### config.mk
export PLATFORM = sky130hd
export DESIGN_NAME = axis_video_meas
export DESIGN_NICKNAME = d
export VERILOG_FILES = /design/src/rtl/axis_video_meas.sv
export SDC_FILE = /design/constraint.sdc
export NUM_CORES = 1
export LEC_CHECK = 0
export ABC_CLOCK_PERIOD_IN_PS = 3020
export CAP_MARGIN = 25
export CORE_UTILIZATION = 51
export CTS_CLUSTER_SIZE = 30
export DETAILED_ROUTE_END_ITERATION = 16
export MAX_ROUTING_LAYER = met4
export PLACE_DENSITY = 0.76
export SKIP_LAST_GASP = 1
export SLEW_MARGIN = 5
export SYNTH_ARGS = -nofsm -noshare
export SYNTH_HDL_FRONTEND = slang
export SYNTH_SLANG_ARGS = --single-unit
### constraint.sdc
create_clock -name ACLK -period 3.02 [get_ports ACLK]
set_clock_uncertainty 0.1 [all_clocks]
set_input_delay 0.604 -clock ACLK [delete_from_list [all_inputs] [get_ports ACLK]]
set_output_delay 0.604 -clock ACLK [all_outputs]
set_load 0.02 [all_outputs]
### src/rtl/axis_video_meas.sv
// rtl/axis_video_meas.sv - passive AXI4-Stream video frame size/count/error tap
// Optional SOF-to-SOF period measurement enabled by defining VIDEO_MEAS_FPS_EN.
module axis_video_meas #(
    parameter int CNT_W = 12,
    parameter int FRM_W = 16
) (
    input  logic             ACLK,
    input  logic             ARESETn,
    input  logic             TVALID,
    input  logic             TREADY,
    input  logic             TUSER,
    input  logic             TLAST,
    input  logic             meas_en_i,
    input  logic             clr_err_i,
    output logic [CNT_W-1:0] width_o,
    output logic [CNT_W-1:0] height_o,
    output logic [FRM_W-1:0] frame_cnt_o,
    output logic             meas_valid_o,
    output logic             line_err_o,
    output logic             sof_err_o
`ifdef VIDEO_MEAS_FPS_EN
    ,
    output logic [31:0]      frame_period_o
`endif
);

    typedef enum logic [1:0] {
        ST_IDLE,
        ST_WAIT_SOF,
        ST_FRAME
    } state_t;

    localparam logic [CNT_W-1:0] CNT_MAX = '1;
    localparam logic [CNT_W-1:0] CNT_ONE = {{(CNT_W-1){1'b0}}, 1'b1};
    localparam logic [FRM_W-1:0] FRM_ONE = {{(FRM_W-1){1'b0}}, 1'b1};

    state_t state_q, state_d;

    logic [CNT_W-1:0] pix_cnt_q;
    logic [CNT_W-1:0] line_cnt_q;
    logic [CNT_W-1:0] cur_width_q;

    logic             beat;
    logic             active;
    logic             sof_beat;
    logic             close_frame;
    logic             frame_beat;
    logic             first_line;
    logic             line_mis;
    logic             sof_mis;
    logic [CNT_W-1:0] pix_base;
    logic [CNT_W-1:0] pix_inc;
    logic [CNT_W-1:0] line_base;
    logic [CNT_W-1:0] line_inc;
    logic [CNT_W-1:0] width_base;

    assign beat        = TVALID & TREADY;
    assign active      = meas_en_i & (state_q != ST_IDLE);
    assign sof_beat    = active & beat & TUSER;
    assign close_frame = sof_beat & (state_q == ST_FRAME);
    assign frame_beat  = active & beat & (TUSER | (state_q == ST_FRAME));

    // An SOF beat is pixel 0 of a fresh frame, so per-frame counters restart from zero on it.
    assign pix_base   = sof_beat ? '0 : pix_cnt_q;
    assign line_base  = sof_beat ? '0 : line_cnt_q;
    assign width_base = sof_beat ? '0 : cur_width_q;
    assign pix_inc    = (pix_base == CNT_MAX) ? CNT_MAX : pix_base + CNT_ONE;
    assign line_inc   = (line_base == CNT_MAX) ? CNT_MAX : line_base + CNT_ONE;
    assign first_line = (line_base == '0);

    assign line_mis = frame_beat & TLAST & ~first_line & (pix_inc != cur_width_q);
    assign sof_mis  = close_frame & (pix_cnt_q != '0);

    always_ff @(posedge ACLK or negedge ARESETn) begin
        if (!ARESETn) begin
            state_q <= ST_IDLE;
        end else begin
            state_q <= state_d;
        end
    end

    always_comb begin
        state_d = state_q;
        case (state_q)
            ST_IDLE:     state_d = ST_WAIT_SOF;
            ST_WAIT_SOF: if (sof_beat) state_d = ST_FRAME;
            default:     state_d = state_q;
        endcase
        if (!meas_en_i) begin
            state_d = ST_IDLE;
        end
    end

    always_ff @(posedge ACLK or negedge ARESETn) begin
        if (!ARESETn) begin
            pix_cnt_q    <= '0;
            line_cnt_q   <= '0;
            cur_width_q  <= '0;
            width_o      <= '0;
            height_o     <= '0;
            frame_cnt_o  <= '0;
            meas_valid_o <= 1'b0;
            line_err_o   <= 1'b0;
            sof_err_o    <= 1'b0;
        end else if (!meas_en_i) begin
            pix_cnt_q    <= '0;
            line_cnt_q   <= '0;
            cur_width_q  <= '0;
            width_o      <= '0;
            height_o     <= '0;
            frame_cnt_o  <= '0;
            meas_valid_o <= 1'b0;
            line_err_o   <= 1'b0;
            sof_err_o    <= 1'b0;
        end else begin
            if (frame_beat) begin
                if (TLAST) begin
                    pix_cnt_q  <= '0;
                    line_cnt_q <= line_inc;
                end else begin
                    pix_cnt_q  <= pix_inc;
                    line_cnt_q <= line_base;
                end
                cur_width_q <= (TLAST && first_line) ? pix_inc : width_base;
            end
            // Closing uses the pre-SOF registers, so the partial line is never counted.
            if (close_frame) begin
                width_o      <= cur_width_q;
                height_o     <= line_cnt_q;
                frame_cnt_o  <= frame_cnt_o + FRM_ONE;
                meas_valid_o <= 1'b1;
            end
            line_err_o <= line_mis | (line_err_o & ~clr_err_i);
            sof_err_o  <= sof_mis  | (sof_err_o  & ~clr_err_i);
        end
    end

`ifdef VIDEO_MEAS_FPS_EN
    logic [31:0] period_q;

    always_ff @(posedge ACLK or negedge ARESETn) begin
        if (!ARESETn) begin
            period_q       <= '0;
            frame_period_o <= '0;
        end else if (!meas_en_i) begin
            period_q       <= '0;
            frame_period_o <= '0;
        end else begin
            if (sof_beat) begin
                period_q <= 32'd1;
            end else if ((state_q == ST_FRAME) && (period_q != 32'hFFFF_FFFF)) begin
                period_q <= period_q + 32'd1;
            end
            if (close_frame) begin
                frame_period_o <= period_q;
            end
        end
    end
`endif

endmodule

==> metrics.log <==
INFO  metric worstPathArrival = 2.84 ns
INFO  metric gp_congestion = 0.953
INFO  metric power.density = 368 nW/um2
INFO  metric total_leakage_power = 2.28 nW
INFO  metric route.antenna.remaining_nets = 0
INFO  metric post_synth_edffs = 0
INFO  metric drive_above_1_share = 9.42%
INFO  metric seqCellArea = 2030 um2
INFO  metric die_height = 97.4 um
INFO  metric cts_tree = yes
INFO  metric peakVddDrop = 0.240 mV
INFO  metric multi_input_comb_area = 2370 um2
INFO  metric grt_max_degree = 82
INFO  metric synth_register_bits = 81
INFO  metric synth.area.top_cells = sky130_fd_sc_hd__dfrtp_1 (44%), sky130_fd_sc_hd__nand2_1 (7.5%), sky130_fd_sc_hd__o21ai_0 (7.4%)
INFO  metric drt_wl_total = 12.2 mm
INFO  metric track_usage = 28.1%
INFO  metric grt_first_pass_wirelength = 20.8 mm
INFO  metric core_area = 8760 um2
INFO  metric synth_async_sr_flop_share = 100%
INFO  metric result_of_the_run = finished clean
INFO  metric maximum_frequency_from_static_timing_analysis = 0.368 GHz
INFO  metric ctsLongestPathBuffers = 2
INFO  metric timing.max_slew.rel_slack = 56.2%
INFO  metric cts.repair_timing.setup_buffer_count = 0
INFO  metric antennaDiodeCount = 0
INFO  metric ios = 51
INFO  metric p_switching = 508 uW
INFO  metric timing.hold.ws = 0.0950 ns
INFO  metric syn_area_per_cell = 8.68 um2
INFO  metric timing.critical_path.from_type = input pin
INFO  metric fp.dieArea = 9480 um2
INFO  metric detail_route.iter0.violations = 380
INFO  metric most_used_standard_cell_by_instance_count_after_synthesis = sky130_fd_sc_hd__nand2_1
INFO  metric power.switching_fraction = 25.2%
INFO  metric timing.setup.tns = 0 ns
INFO  metric timing.final.max_slew_violations = 0
INFO  metric number_of_library_cell_types_mapped_by_synthesis = 64
INFO  metric cts_resized = 0
INFO  metric maxCapViolations = 0
INFO  metric finalNetCount = 590
INFO  metric netlist.area_leader.share = 43.7%
INFO  metric final-setup-viol-count = 0
INFO  metric worst-r2r-cell-count = 6
INFO  metric final.min_clock_period = 2.72 ns
INFO  metric final.period_utilization = 90.0%
INFO  metric worst_pin_slew = 0.657 ns
INFO  metric synth.yosys.seq_area_share = 43.7%
INFO  metric cts_htree_levels = 3
INFO  metric intPower = 1.51 mW
INFO  metric dp_hpwl = 8.61 mm
INFO  metric crit_required = 3.14 ns
INFO  metric finalHoldViolCount = 0
INFO  metric start_util = 52.9%
INFO  metric holdCritPathClass = input pin to asynchronous set/reset pin
INFO  metric reg2reg_slack = 0.53 ns
INFO  metric vias_cell = 6.14
INFO  metric layout.filler_cells = 751
INFO  metric drt_pre_antenna_iters = 4
INFO  metric detailroute.via_count = 4248
INFO  metric ys_top_cells_by_count = sky130_fd_sc_hd__nand2_1 (93), sky130_fd_sc_hd__dfrtp_1 (81), sky130_fd_sc_hd__o21ai_0 (69), sky130_fd_sc_hd__nor2_1 (33), sky130_fd_sc_hd__clkbuf_1 (21)
INFO  metric drt-wirelength-per-cell = 17.7 um
INFO  metric clock-root-buffer = sky130_fd_sc_hd__clkbuf_8
INFO  metric grt_pass1_vias = 3969
INFO  metric yosysWarnings = 0
INFO  metric clock_buffers_created_by_tritoncts = 9
INFO  metric floorplan.die.width = 97.4 um
INFO  metric synthDominantAreaCellType = sky130_fd_sc_hd__dfrtp_1
INFO  metric yosys_most_used_dff = sky130_fd_sc_hd__dfrtp_1
INFO  metric reg2reg_from = pix_cnt_q[0]$_DFFE_PN0P_
INFO  metric crit_fanout = 7
INFO  metric holdBufCountCts = 0
INFO  metric antenna_found_initial = 0
INFO  metric share_clk_of_total_power = 40.4%
INFO  metric power.sequential.fraction = 54.2%
INFO  metric drc = 0
INFO  metric syn_area = 4640 um2
INFO  metric cts.sinks = 81
INFO  metric std_cell_rows = 34
INFO  metric syn2layout_area_growth = 17.9%
INFO  metric grt_setup_unrepaired = no
INFO  metric reg2reg_to = line_err_o$_DFF_PN0_
INFO  metric synthesis.nets = 545
INFO  metric post_synth_inst_count = 534
INFO  metric worst_skew_pair.late_latency = 0.36 ns
INFO  metric type_of_destination_of_the_critical_path = register
INFO  metric grt-ovfl-total = 0
INFO  metric total_power_draw = 2.01 mW
INFO  metric setup.worst_path.class = input pin to register
INFO  metric share_comb_of_total_power = 5.4%
INFO  metric clkTransAtPathRegs = 0.09 ns
INFO  metric io_buffer_count = 50
## layout make-up
cell class                 count  area share [%]
timing repair buffer          73            12.6
sequential                    81            37.1
clock inverter                 6            1.19
tap                          108            2.47
inverter                      15            1.03
multi-input combinational    399            43.3
clock buffer                  10            2.33
## worst max path at each step
| stage | start | end | slack, ns | cells past startpoint |
|---|---|---|---|---|
| floorplan | meas_en_i | line_cnt_q[3]$_DFFE_PN0P_ | 0.03 | 14 |
| global placement | TUSER | line_cnt_q[10]$_DFFE_PN0P_ | 0.08 | 12 |
| detailed placement | TVALID | line_cnt_q[10]$_DFFE_PN0P_ | -0.005 | 12 |
| CTS | TVALID | line_cnt_q[3]$_DFFE_PN0P_ | 0.35 | 13 |
| global route | TUSER | line_cnt_q[3]$_DFFE_PN0P_ | 0.13 | 13 |
| finish | TVALID | line_cnt_q[3]$_DFFE_PN0P_ | 0.30 | 13 |
## cell usage in the layout (no fill, tap or decap), drive strengths merged, types with 3 or more instances in the layout
| cell | instances |
|---|---|
| mux2i | 3 |
| and3 | 6 |
| clkdlybuf4s50 | 48 |
| nand2 | 93 |
| or3 | 8 |
| o211ai | 7 |
| and4 | 5 |
| a31oi | 9 |
| inv | 17 |
| o2111ai | 6 |
| a21boi | 8 |
| o31ai | 4 |
| a211oi | 4 |
| o21ai | 70 |
| nor4 | 8 |
| nand2b | 3 |
| nand3 | 12 |
| buf | 25 |
| a21oi | 18 |
| a22o | 12 |
| clkbuf | 10 |
| nor2b | 3 |
| nor3 | 7 |
| nand4 | 16 |
| o21a | 3 |
| nor2 | 33 |
| dfrtp | 81 |
| a21o | 4 |
| xor2 | 3 |
| xnor2 | 8 |
| ha | 3 |
| and2 | 15 |
| o41ai | 3 |
## metrics by stage
stage / instance area, um2 / util, % / cells / worst slack (ns)
floorplan: 4640 / - / 534 / 0.0332
global placement: 5260 / 60.0 / 675 / 0.0814
detailed placement: 5260 / 60.0 / 675 / -0.00543
CTS: 5450 / 62.2 / 691 / 0.346
global route: 5470 / 62.4 / 692 / 0.130
finish: 5470 / 62.4 / 692 / 0.302
## state kept, by name, summed over array words and instances (netlist names)
register / count
height_o: 12
state_q: 2
frame_cnt_o: 16
line_cnt_q: 12
meas_valid_o: 1
pix_cnt_q: 12
width_o: 12
line_err_o: 1
sof_err_o: 1
cur_width_q: 12
## worst max-delay path, stage by stage
cell and delay [ns]:
sky130_fd_sc_hd__clkdlybuf4s50_1 0.49, sky130_fd_sc_hd__nand4_2 0.12, sky130_fd_sc_hd__or2_1 0.27, sky130_fd_sc_hd__nand2_1 0.10
sky130_fd_sc_hd__inv_1 0.07, sky130_fd_sc_hd__ha_1 0.21, sky130_fd_sc_hd__and4_1 0.21, sky130_fd_sc_hd__o211ai_1 0.11
sky130_fd_sc_hd__or3_1 0.15, sky130_fd_sc_hd__nor2_1 0.04, sky130_fd_sc_hd__buf_4 0.16, sky130_fd_sc_hd__o21ai_0 0.18
sky130_fd_sc_hd__o21ai_0 0.11
## power by group through the flow
stage | Sequential (mW) | Clock [mW] | Combinational [mW]
6_report | 1.09 | 0.814 | 0.109
5_1_grt | 1.09 | 0.875 | 0.122
4_1_cts | 1.09 | 0.829 | 0.106
3_5_place_dp | 1.11 | 0 | 0.106
3_3_place_gp | 1.11 | 0 | 0.104
2_1_floorplan | 1.11 | 0 | 0.0527
## cells by family (layout without fill, tap and decap cells)
logic type / Yosys count / after routing / synth area share, %
flip-flops: 81 / 81 / 43.7
AND/OR/NAND/NOR: 216 / 216 / 23.9
AO/OA/AOI/OAI: 165 / 165 / 23.2
buffers and inverters: 54 / 104 / 5.40
XOR/XNOR: 11 / 11 / 2.08
adder cells (fa/ha/maj): 3 / 3 / 0.810
multiplexers: 4 / 4 / 0.890
## routing by layer
layer / up-vias / part of all wire [%] / track usage (%) / wire [um]
li1: 2017 / - / - / -
met1: 2052 / 47 / 41.2 / 5760
met2: 161 / 45 / 39.2 / 5520
met3: 18 / 6.1 / 5.54 / 743
met4: 0 / 1.6 / 8.82 / 198
met5: - / 0 / - / 0
Power figures use the tool's default switching activity.
